$ cat config.mk
export PLATFORM = sky130hd
export DESIGN_NAME = load_store_sequencer
export DESIGN_NICKNAME = d
export VERILOG_FILES = /design/src/rtl/load_store_sequencer.sv
export SDC_FILE = /design/constraint.sdc
export NUM_CORES = 1
export LEC_CHECK = 0
export ABC_AREA = 1
export CAP_MARGIN = 20
export CORE_ASPECT_RATIO = 1.1
export CORE_UTILIZATION = 30
export CTS_BUF_LIST = sky130_fd_sc_hd__clkbuf_2
export CTS_CLUSTER_SIZE = 14
export DETAILED_ROUTE_END_ITERATION = 10
export HOLD_SLACK_MARGIN = 0.12
export PLACE_DENSITY = 0.66
export SYNTH_ARGS = -nofsm -noshare
export SYNTH_HDL_FRONTEND = slang
export SYNTH_SLANG_ARGS = --single-unit
$ cat constraint.sdc
create_clock -name clk -period 4.28 [get_ports clk]
set_input_delay 0.856 -clock clk [delete_from_list [all_inputs] [get_ports clk]]
set_output_delay 0.856 -clock clk [all_outputs]
set_load 0.005 [all_outputs]
$ cat src/rtl/load_store_sequencer.sv
// load_store_sequencer
//   Passes one load/store at a time from execute to the memory access unit,
//   then hands the result, or a trap, to writeback.
//   Flow: accept request -> ISSUE (pulse mem_available) -> WAIT (sample the
//   memory unit's registered data and faults) -> DONE (hold the result until
//   wb_ready). A new request can be accepted in the same cycle that DONE
//   retires, so back-to-back requests complete one every three cycles.
// Ports
//   clk, reset            clock; synchronous active-high reset
//   flush                 drop any in-flight or pending result
//   req_*                 request from execute (valid/ready handshake)
//   mem_*  (out)          command to the memory unit, held stable ISSUE..WAIT
//   mem_out, mem_*_fault  response from the memory unit, sampled in WAIT
//   wb_*                  result to writeback (valid/ready handshake)
module load_store_sequencer #(
   parameter int unsigned XLEN          = 32,
   parameter int unsigned REG_W         = 5,
   parameter int unsigned CAUSE_ILLEGAL = 2,
   parameter int unsigned CAUSE_LD_MIS  = 4,
   parameter int unsigned CAUSE_LD_ACC  = 5,
   parameter int unsigned CAUSE_ST_MIS  = 6,
   parameter int unsigned CAUSE_ST_ACC  = 7
) (
   input  logic             clk,
   input  logic             reset,
   input  logic             flush,
   input  logic             req_valid,
   output logic             req_ready,
   input  logic             req_is_write,
   input  logic             req_unsigned,
   input  logic [1:0]       req_op,
   input  logic [XLEN-1:0]  req_addr,
   input  logic [XLEN-1:0]  req_wdata,
   input  logic [REG_W-1:0] req_rd,
   output logic             mem_available,
   output logic             mem_is_write,
   output logic             mem_is_unsigned,
   output logic [1:0]       mem_op,
   output logic [XLEN-1:0]  mem_addr,
   output logic [XLEN-1:0]  mem_in,
   input  logic [XLEN-1:0]  mem_out,
   input  logic             mem_op_fault,
   input  logic             mem_addr_fault,
   input  logic             mem_access_fault,
   output logic             wb_valid,
   input  logic             wb_ready,
   output logic [XLEN-1:0]  wb_data,
   output logic [REG_W-1:0] wb_rd,
   output logic             wb_rd_we,
   output logic             wb_trap,
   output logic [3:0]       wb_cause,
   output logic [XLEN-1:0]  wb_tval
);

   typedef enum logic [1:0] {
      IDLE,
      ISSUE,
      WAIT,
      DONE
   } state_t;

   state_t             state_q, state_d;

   // Request registers: drive the memory unit for the whole ISSUE..WAIT window.
   logic               is_write_q, is_write_d;
   logic               is_unsigned_q, is_unsigned_d;
   logic [1:0]         op_q, op_d;
   logic [XLEN-1:0]    addr_q, addr_d;
   logic [XLEN-1:0]    wdata_q, wdata_d;
   logic [REG_W-1:0]   rd_q, rd_d;

   // A flush seen during ISSUE must still discard the result in WAIT.
   logic               flush_pend_q, flush_pend_d;

   // Writeback registers, loaded once in WAIT and held through DONE.
   logic [XLEN-1:0]    wb_data_q, wb_data_d;
   logic [REG_W-1:0]   wb_rd_q, wb_rd_d;
   logic               wb_rd_we_q, wb_rd_we_d;
   logic               wb_trap_q, wb_trap_d;
   logic [3:0]         wb_cause_q, wb_cause_d;
   logic [XLEN-1:0]    wb_tval_q, wb_tval_d;

   logic               accept;
   logic               op_bad;
   logic [3:0]         cause;

   always_comb begin
      req_ready = !reset && ((state_q == IDLE) ||
                             ((state_q == DONE) && wb_ready && !flush));
   end

   assign accept = req_valid && req_ready;

   // Size 2'b11 is illegal regardless of what the memory unit reports.
   assign op_bad = mem_op_fault || (op_q == 2'b11);

   always_comb begin
      cause = '0;
      if (op_bad) begin
         cause = 4'(CAUSE_ILLEGAL);
      end else if (mem_addr_fault) begin
         cause = is_write_q ? 4'(CAUSE_ST_MIS) : 4'(CAUSE_LD_MIS);
      end else if (mem_access_fault) begin
         cause = is_write_q ? 4'(CAUSE_ST_ACC) : 4'(CAUSE_LD_ACC);
      end
   end

   always_comb begin
      state_d       = state_q;
      is_write_d    = is_write_q;
      is_unsigned_d = is_unsigned_q;
      op_d          = op_q;
      addr_d        = addr_q;
      wdata_d       = wdata_q;
      rd_d          = rd_q;
      flush_pend_d  = flush_pend_q;
      wb_data_d     = wb_data_q;
      wb_rd_d       = wb_rd_q;
      wb_rd_we_d    = wb_rd_we_q;
      wb_trap_d     = wb_trap_q;
      wb_cause_d    = wb_cause_q;
      wb_tval_d     = wb_tval_q;

      if (accept) begin
         is_write_d    = req_is_write;
         is_unsigned_d = req_unsigned;
         op_d          = req_op;
         addr_d        = req_addr;
         wdata_d       = req_wdata;
         rd_d          = req_rd;
      end

      unique case (state_q)
         IDLE: begin
            if (accept) begin
               state_d = ISSUE;
            end
         end
         ISSUE: begin
            flush_pend_d = flush;
            state_d      = WAIT;
         end
         WAIT: begin
            flush_pend_d = 1'b0;
            if (flush || flush_pend_q) begin
               state_d = IDLE;
            end else begin
               state_d    = DONE;
               wb_trap_d  = (cause != 4'd0);
               wb_cause_d = cause;
               wb_tval_d  = (cause != 4'd0) ? addr_q : '0;
               wb_data_d  = ((cause != 4'd0) || is_write_q) ? '0 : mem_out;
               wb_rd_d    = rd_q;
               wb_rd_we_d = (cause == 4'd0) && !is_write_q && (rd_q != '0);
            end
         end
         DONE: begin
            if (flush) begin
               state_d = IDLE;
            end else if (wb_ready) begin
               state_d = accept ? ISSUE : IDLE;
            end
         end
         default: state_d = IDLE;
      endcase
   end

   always_ff @(posedge clk) begin
      if (reset) begin
         state_q       <= IDLE;
         is_write_q    <= 1'b0;
         is_unsigned_q <= 1'b0;
         op_q          <= '0;
         addr_q        <= '0;
         wdata_q       <= '0;
         rd_q          <= '0;
         flush_pend_q  <= 1'b0;
         wb_data_q     <= '0;
         wb_rd_q       <= '0;
         wb_rd_we_q    <= 1'b0;
         wb_trap_q     <= 1'b0;
         wb_cause_q    <= '0;
         wb_tval_q     <= '0;
      end else begin
         state_q       <= state_d;
         is_write_q    <= is_write_d;
         is_unsigned_q <= is_unsigned_d;
         op_q          <= op_d;
         addr_q        <= addr_d;
         wdata_q       <= wdata_d;
         rd_q          <= rd_d;
         flush_pend_q  <= flush_pend_d;
         wb_data_q     <= wb_data_d;
         wb_rd_q       <= wb_rd_d;
         wb_rd_we_q    <= wb_rd_we_d;
         wb_trap_q     <= wb_trap_d;
         wb_cause_q    <= wb_cause_d;
         wb_tval_q     <= wb_tval_d;
      end
   end

   always_comb begin
      mem_available   = (state_q == ISSUE);
      mem_is_write    = is_write_q;
      mem_is_unsigned = is_unsigned_q;
      mem_op          = op_q;
      mem_addr        = addr_q;
      mem_in          = wdata_q;
      wb_valid        = (state_q == DONE);
      wb_data         = wb_data_q;
      wb_rd           = wb_rd_q;
      wb_rd_we        = wb_rd_we_q;
      wb_trap         = wb_trap_q;
      wb_cause        = wb_cause_q;
      wb_tval         = wb_tval_q;
   end

endmodule

# Yosys cells after proc, flatten, opt, wreduce, memory -nomap -nowiden
# Cells that the tools add are included.
[word_totals] in_bits=113 elab_cells=55 output_inout_bits=146 regBits=151
[classes] n_eq_ne=6 muxes=14 reduce_logical=20 bitwise_logic=1
[op_table] operator="32-bit two-way mux" count=2
[op_table] operator="2-bit two-way mux" count=6
[op_table] operator="3-bit two-way mux" count=3
[op_table] operator="2-bit case mux with 4 select lines" count=1
[op_table] operator="2-bit equality test, second input constant" count=3
[op_table] operator="1-bit logical AND" count=6
[op_table] operator="5-bit nonzero test" count=1
[op_table] operator="4-bit logical NOT" count=1
[op_table] operator="1-bit logical OR" count=4
[op_table] operator="2-bit AND reduction" count=2
[op_table] operator="4-bit nonzero test" count=1
[op_table] operator="1-bit logical NOT" count=3
[op_table] operator="3-bit by 2-bit inequality test with 1-bit output, second input constant" count=1
[op_table] operator="2-bit by 1-bit equality test with 1-bit output, second input constant" count=1
[op_table] operator="2-bit logical NOT" count=1
[op_table] operator="2-bit inequality test, second input constant" count=1
[op_table] operator="1-bit case mux with 2 select lines" count=1
[op_table] operator="2-bit nonzero test" count=1
[op_table] operator="1-bit two-way mux" count=1
[op_table] operator="1-bit inverter" count=1

# Longest topological paths before layout
# Gate-level depths: netlist (run 1).
[logic_depth] word_depth=10 depth_mapped=10 mapped_depth_nobuf=9

# Worst setup path before layout (run 1)
# No wires, ideal clock.
[synth_path] path_kind="input to output" from="in reset" to="out req_ready" n_path_buf=1 path_stages=4 path_slack_ps=2234 t_arrival_ps=1190 required_ps=3424 path_cell_list="buf_2 > inv_2 > nand2_2 > inv_1"
[synth_via] elab_chain_cells=2
[synth_rtl] element="start, declared" line="25" text="input logic reset,"
[synth_rtl] element="1-bit logical NOT" line="88" text="req_ready = !reset && ((state_q == IDLE) ||"
[synth_rtl] element="1-bit logical AND" line="88"
[synth_rtl] element="end, declared" line="28" text="output logic req_ready,"
# Every way passes these cells.

# Worst setup path in the final report (run 1)
[layout_path] from="in flush" to="out req_ready"
[layout_via] elab_chain_cells=4
[layout_rtl] element="start, declared" line="26" text="input logic flush,"
[layout_rtl] element="1-bit logical NOT" line="89" text="((state_q == DONE) && wb_ready && !flush));"
[layout_rtl] element="1-bit logical AND" line="89"
[layout_rtl] element="1-bit logical OR" line="88"
[layout_rtl] element="1-bit logical AND" line="88"
# Every way passes these cells.

==> flow_metrics.py, run 1 <==
metrics = {
    "worst_setup_path": {
        "critPathMaxStageDelay_ps": 480,
        "worstPathMaxFanout": 3,
        "crit_slowest_cell": "clkdlybuf4s50_1",
        "r2r_end": "wb_rd_we$_SDFFE_PP0P_",
        "r2r_slack_ps": 2220,
        "crit_type": "in2out",
        "r2r_start": "state_q[0]$_SDFFE_PP0P_",
        "reg2regPathDepth": 9,
        "start_kind": "primary input",
        "required_ps": 3420,
        "path_cells": "clkdlybuf4s50_1 > inv_2 > nand3_1 > nand2_1 > nand2_2 > inv_1 > clkdlybuf4s50_1",
        "critPathArrivalTime_ps": 2200,
        "setup.worst_path.end": "req_ready",
        "crit_start": "flush",
        "path_common_cell": "clkdlybuf4s50_1",
        "endpoint_kind": "primary output",
    },
    "cts": {
        "cts_buffer_depth": 2,
        "post-cts-setup-buffer-count": 0,
        "numCtsBuffers": 17,
        "cts_resized": 0,
        "hold_buffers": 0,
        "cts_tree": "done",
        "clk_latency_ps": 700,
        "htree_levels": 4,
        "root_buffer": "clkbuf_2",
        "clkTransAtPathRegs_ps": 200,
        "cts_num_sinks": 150,
    },
    "cells_and_area": {
        "fillers": 1798,
        "seqCellArea_um2": 3000,
        "utilization_pct": 46.7,
        "drive_gt1_share_pct": 5.40,
        "multiInputGateArea_um2": 2030,
        "syn2layout_area_growth_pct": 52.3,
        "final_nets": 1013,
    },
    "logic_synthesis": {
        "yosys_warnings": 0,
        "synth-xor-area-share_pct": 0,
        "synthMuxAreaShare_pct": 0,
        "synth_cell_types": 24,
        "synth_compound_area_share_pct": 17.6,
        "synth_fp_nets": 779,
        "postSynthCellCount": 661,
        "synth_fa_ha_area_share_pct": 1.15,
        "seq_area_frac_synth_pct": 55.1,
        "synth_top_family_by_area": "simple AND/OR/NAND/NOR gates",
        "syn_area_um2": 5450,
        "synthSimpleGateAreaFrac_pct": 18.4,
        "avgSynthCellArea_um2": 8.24,
        "ys_ff_latch": 150,
    },
    "pwr": {
        "clkPwrFrac_pct": 26.9,
        "peakVddDrop_v": 0.000208,
        "switching_share_pct": 29.3,
        "seq_power_share_pct": 51.7,
        "p_per_area_nw_per_um2": 374,
        "combPwrFrac_pct": 21.4,
        "power_switching_mw": 0.909,
        "leakagePower_nw": 3.02,
        "p_int_mw": 2.19,
    },
    "timing": {
        "post-route-period-util_pct": 71.4,
        "max_freq_ghz": 0.327,
        "setup-tns-final_ps": 0,
        "finClkSkew_ps": 29.0,
        "setup_ws_ps": 1230,
        "rsz0062_at_grt": "false",
        "hold_viol_final": 0,
        "tightest_slew_ps": 902,
        "setup_viol": 0,
        "layout_min_cycle_time_ps": 3050,
        "max-slew-margin-rel_pct": 39.8,
        "maxSlewViolCount": 0,
    },
    "global_routing": {
        "antenna_found_initial": 1,
        "overflow": 0,
        "grt_pass1_wl_mm": 23.5,
        "grt_max_degree": 95,
        "grt.total_usage_pct": 16.5,
        "grt_pass1_vias": 4629,
    },
    "min_path": {
        "hold_start": "wb_cause[1]$_SDFFE_PP0P_",
        "hp-class": "reg2reg",
    },
    "route": {
        "firstDrtPassIters": 4,
        "drc": 0,
        "initialDrtViolationCount": 179,
        "num_vias": 5154,
        "wl_per_cell_um": 13.6,
        "avgViaCountPerCell": 4.49,
        "ant_nets": 0,
        "wirelength_mm": 15.7,
    },
    "status": {
        "status": "finished, final reports clean",
    },
    "floorplanning": {
        "dieWidth_um": 130,
        "die_y_um": 143,
        "start_util_pct": 30.7,
        "die-area_um2": 18700,
        "num_io_pins": 259,
        "core_area_um2": 17700,
        "rows": 51,
    },
    "place": {
        "preCtsSetupSlack_ps": 933,
        "gp_congestion": 0.724,
        "io_buffers": 257,
        "dp_hpwl_mm": 10.8,
    },
    "flow_run": {
        "cap_violations": 0,
    },
}
## synthesized netlist by cell type
master,instances,area (um^2)
nand2_1,189,709
dfxtp_1,150,3000
o21ai_1,76,380
o21ai_0,72,360
a21oi_1,39,195
nand3_1,35,175
nor2_1,17,63.8
buf_2,16,80.1
buf_4,15,113
inv_1,12,45.0
buf_6,11,124
clkbuf_1,5,18.8
ha_1,5,62.6
clkbuf_2,3,15.0
inv_2,3,11.3
buf_1,2,7.51
nand2_2,2,12.5
nand4_1,2,12.5
nor2_4,2,22.5
a21oi_2,1,8.76
a22oi_1,1,7.51
conb_1,1,3.75
nand3b_1,1,7.51
o21a_1,1,7.51
## routing by layer
metal / global-route usage, % / part of all wire, % / vias up
met4: 6.84 / 1.7 / 0
met2: 26.6 / 47 / 169
met5: 0 / 0 / -
li1: - / - / 2655
met3: 7.04 / 9.6 / 18
met1: 19.1 / 42 / 2312
## worst min-delay path by stage
stage / depth (start not counted) / slack [ps] / end
6_report: 2 / 480 / wb_cause[1]$_SDFFE_PP0P_
3_5_place_dp: 2 / 460 / wb_cause[1]$_SDFFE_PP0P_
5_1_grt: 2 / 500 / wb_cause[1]$_SDFFE_PP0P_
3_3_place_gp: 2 / 460 / wb_cause[1]$_SDFFE_PP0P_
4_1_cts: 2 / 480 / wb_cause[1]$_SDFFE_PP0P_
2_1_floorplan: 2 / 440 / wb_rd[1]$_SDFFE_PP0P_
## power groups by stage
stage	sequential (mW)	combinational, mW	clock, mW
2_1_floorplan	1.63	0.276	0
3_3_place_gp	1.63	0.668	0
3_5_place_dp	1.63	0.673	0
4_1_cts	1.61	0.675	0.884
5_1_grt	1.62	0.736	0.948
6_report	1.60	0.664	0.834
## cells in the final DEF, fill, tap and decap left out
master / synthesis / final
nand3b_1: 1 / 1
nand2_2: 2 / 2
clkbuf_2: 3 / 17
clkinv_2: 0 / 1
nand2_1: 189 / 189
dfxtp_1: 150 / 150
inv_8: 0 / 2
clkinv_4: 0 / 1
clkdlybuf4s50_1: 0 / 257
o21a_1: 1 / 1
inv_4: 0 / 1
nand4_1: 2 / 2
bufinv_16: 0 / 2
nand3_1: 35 / 35
diode_2: 0 / 2
nor2_1: 17 / 17
inv_1: 12 / 12
clkinvlp_4: 0 / 3
a21oi_1: 39 / 39
o21ai_1: 76 / 76
a22oi_1: 1 / 1
buf_4: 15 / 10
conb_1: 1 / 1
inv_6: 0 / 5
ha_1: 5 / 5
inv_2: 3 / 2
clkinv_1: 0 / 1
nor2_4: 2 / 2
a21oi_2: 1 / 1
o21ai_0: 72 / 72
## registers in the layout, summed over array words and instances (netlist names)
| name | count |
|---|---|
| flush_pend_q | 1 |
| mem_addr | 32 |
| mem_in | 32 |
| mem_is_unsigned | 1 |
| mem_is_write | 1 |
| mem_op | 2 |
| rd_q | 5 |
| state_q | 2 |
| wb_cause | 3 |
| wb_data | 32 |
| wb_rd | 5 |
| wb_rd_we | 1 |
| wb_trap | 1 |
| wb_tval | 32 |
## through the flow
step / hold WS, ps / instances / instance area, um^2 / power [mW]
final: 480 / 1148 / 8290 / 3.10
after global routing: 497 / 1147 / 8290 / 3.30
after CTS: 482 / 1146 / 8290 / 3.16
after detailed placement: 456 / 1114 / 8040 / 2.30
after global placement: 457 / 1114 / 8040 / 2.30
after floorplan: 444 / 661 / 5450 / 1.91
## worst max-delay path, delay by kind of cell
family / cells / cell delay [ps]
AND/OR/NAND/NOR: 3 / 230
buffers and inverters: 4 / 1110
## kinds of logic after synthesis
kind of cell,Yosys count
simple gates,248
other cells,1
flops,150
compound gates,190
buf+inv,67
fa+ha+maj,5
## cell type report
class | instances | share of cell area (%)
inverter | 15 | 0.709
multi-input combinational | 444 | 24.5
clock buffer | 17 | 1.03
sequential | 150 | 36.2
tap | 238 | 3.59
clock inverter | 15 | 2.01
timing repair buffer | 267 | 31.9
antenna | 2 | 0.0604
Power figures use the tool's default switching activity.
==> inputs of run 2 (changes only) <==
Settings changed: PLACE_DENSITY 0.66 to 0.68.
Clock period 4.28 ns to 2.66 ns, I/O delays scaled along.
==> flow_metrics.py, run 2 (same netlist as run 1, synthesis figures left out) <==
metrics = {
    "status": {
        "status": "finished, final reports clean",
    },
    "timing": {
        "maxSlewViolCount": 0,
        "rsz0062_at_grt": "false",
        "setup-tns-final_ps": 0,
        "post-route-period-util_pct": 90.1,
        "finalHoldWorstSlack_ps": 350,
        "tightest_slew_ps": 627,
        "setup_viol": 0,
        "finClkSkew_ps": 30.3,
        "hold_viol_final": 0,
        "layout_min_cycle_time_ps": 2400,
        "max_freq_ghz": 0.417,
        "max-slew-margin-rel_pct": 58.2,
    },
    "floorplanning": {
        "die-area_um2": 18700,
        "rows": 51,
        "core_area_um2": 17700,
        "num_io_pins": 259,
        "start_util_pct": 30.7,
        "die_y_um": 143,
        "dieWidth_um": 130,
    },
    "route": {
        "num_vias": 5154,
        "ant_nets": 0,
        "initialDrtViolationCount": 251,
        "avgViaCountPerCell": 4.50,
        "wl_per_cell_um": 13.6,
        "drc": 0,
        "wirelength_mm": 15.6,
        "firstDrtPassIters": 4,
    },
    "global_routing": {
        "grt.total_usage_pct": 16.5,
        "overflow": 0,
        "antenna_found_initial": 1,
        "grt_max_degree": 146,
        "grt_pass1_wl_mm": 23.7,
        "grt_pass1_vias": 4565,
    },
    "place": {
        "dpl.cell_count": 1113,
        "io_buffers": 257,
        "gp_congestion": 0.743,
        "dp_hpwl_mm": 10.5,
        "postPlaceCellArea_um2": 8080,
    },
    "worst_setup_path": {
        "critPathMaxStageDelay_ps": 430,
        "required_ps": 2130,
        "endpoint_kind": "primary output",
        "start_kind": "register",
        "worstPathMaxFanout": 4,
        "path_buf_inv": 4,
        "crit_type": "reg2out",
        "cp_top_family": "flip-flops",
        "path_cells": "inv_4 > ha_1 > inv_1 > nand2_1 > nand2_2 > inv_1 > dlygate4sd2_1",
        "crit_slowest_cell": "dfxtp_4",
        "path_common_cell": "inv_1",
        "critPathArrivalTime_ps": 1870,
    },
    "min_path": {
        "hp-class": "in2reg",
    },
    "flow_run": {
        "cap_violations": 0,
    },
    "cts": {
        "hold_buffers": 0,
        "clkTransAtPathRegs_ps": 240,
        "cts_tree": "done",
        "cts_buffer_depth": 2,
        "cts_resized": 11,
        "post-cts-setup-buffer-count": 0,
        "numCtsBuffers": 17,
        "htree_levels": 4,
        "cts_num_sinks": 150,
        "clk_latency_ps": 690,
        "root_buffer": "clkbuf_2",
    },
    "pwr": {
        "p_per_area_nw_per_um2": 606,
        "leakagePower_nw": 3.04,
        "p_total_mw": 5.07,
        "peakVddDrop_v": 0.000314,
    },
    "cells_and_area": {
        "final_cell_area_um2": 8360,
        "layout.cells.non_filler": 1145,
        "final_cell_mix": "clkdlybuf4s50_1 (256), nand2_1 (189), dfxtp_1 (148), o21ai_1 (76), o21ai_0 (72)",
        "final_common_cell": "clkdlybuf4s50_1",
        "syn2layout_area_growth_pct": 53.6,
        "drive_gt1_share_pct": 5.85,
        "final_nets": 1012,
    },
}
## run 2: cell count changes in the layout (fill, tap and decap cells not counted), sizes merged
| cell | change |
|---|---|
| inv | -2 |
| buf | -1 |
| bufinv | +1 |
| clkdlybuf4s50 | -1 |
| diode | -1 |
| dlygate4sd2 | +1 |
## run 2: cell type report
type / instances / area (um^2)
Antenna cell: 1 / 2.50
Clock buffer: 17 / 85.1
Clock inverter: 14 / 174
Fill cell: 1756 / 9380
Inverter: 15 / 63.8
Multi-Input combinational cell: 444 / 2040
Sequential cell: 150 / 3010
Tap cell: 238 / 298
Timing Repair Buffer: 266 / 2690
## run 2: path summary, 6_finish.rpt
path	from	to	slack [ps]	depth (start not counted)
worst min register to register	wb_cause[1]$_SDFFE_PP0P_	wb_cause[1]$_SDFFE_PP0P_	480	2
worst max register to register	state_q[0]$_SDFFE_PP0P_	wb_data[31]$_SDFFE_PP0P_	960	7
worst min-delay path	req_addr[6]	mem_addr[6]$_SDFFE_PP0P_	350	3
worst max-delay path	state_q[0]$_SDFFE_PP0P_	req_ready	260	7
## run 2: layer usage
layer	track usage (%)	up-vias	wire length, um
met5	0	-	0
met4	5.51	0	186
met3	7.30	9	1490
met2	27.1	167	7280
met1	19.1	2329	6650
li1	-	2649	-
## run 2: tightest hold or removal path: cells and delay by family
family	cells	cell delay [ps]
AOI/OAI and AO/OA	1	50
buffers and inverters	1	390
and+or+nand+nor	1	60
## run 2: through the flow
step                      worst slack, ps  util [%]
final                                 263      47.2
after global placement                301      45.5
after CTS                             153      47.1
after detailed placement              303      45.5
after global routing                 32.2      47.2
after floorplan                      1250         -
## run 2: report_power, final
group | leakage [nW] | total, mW | internal [mW] | switching, mW
Sequential | 1.22 | 2.59 | 2.47 | 0.120
Clock | 0.149 | 1.40 | 0.531 | 0.869
Combinational | 1.66 | 1.08 | 0.618 | 0.461
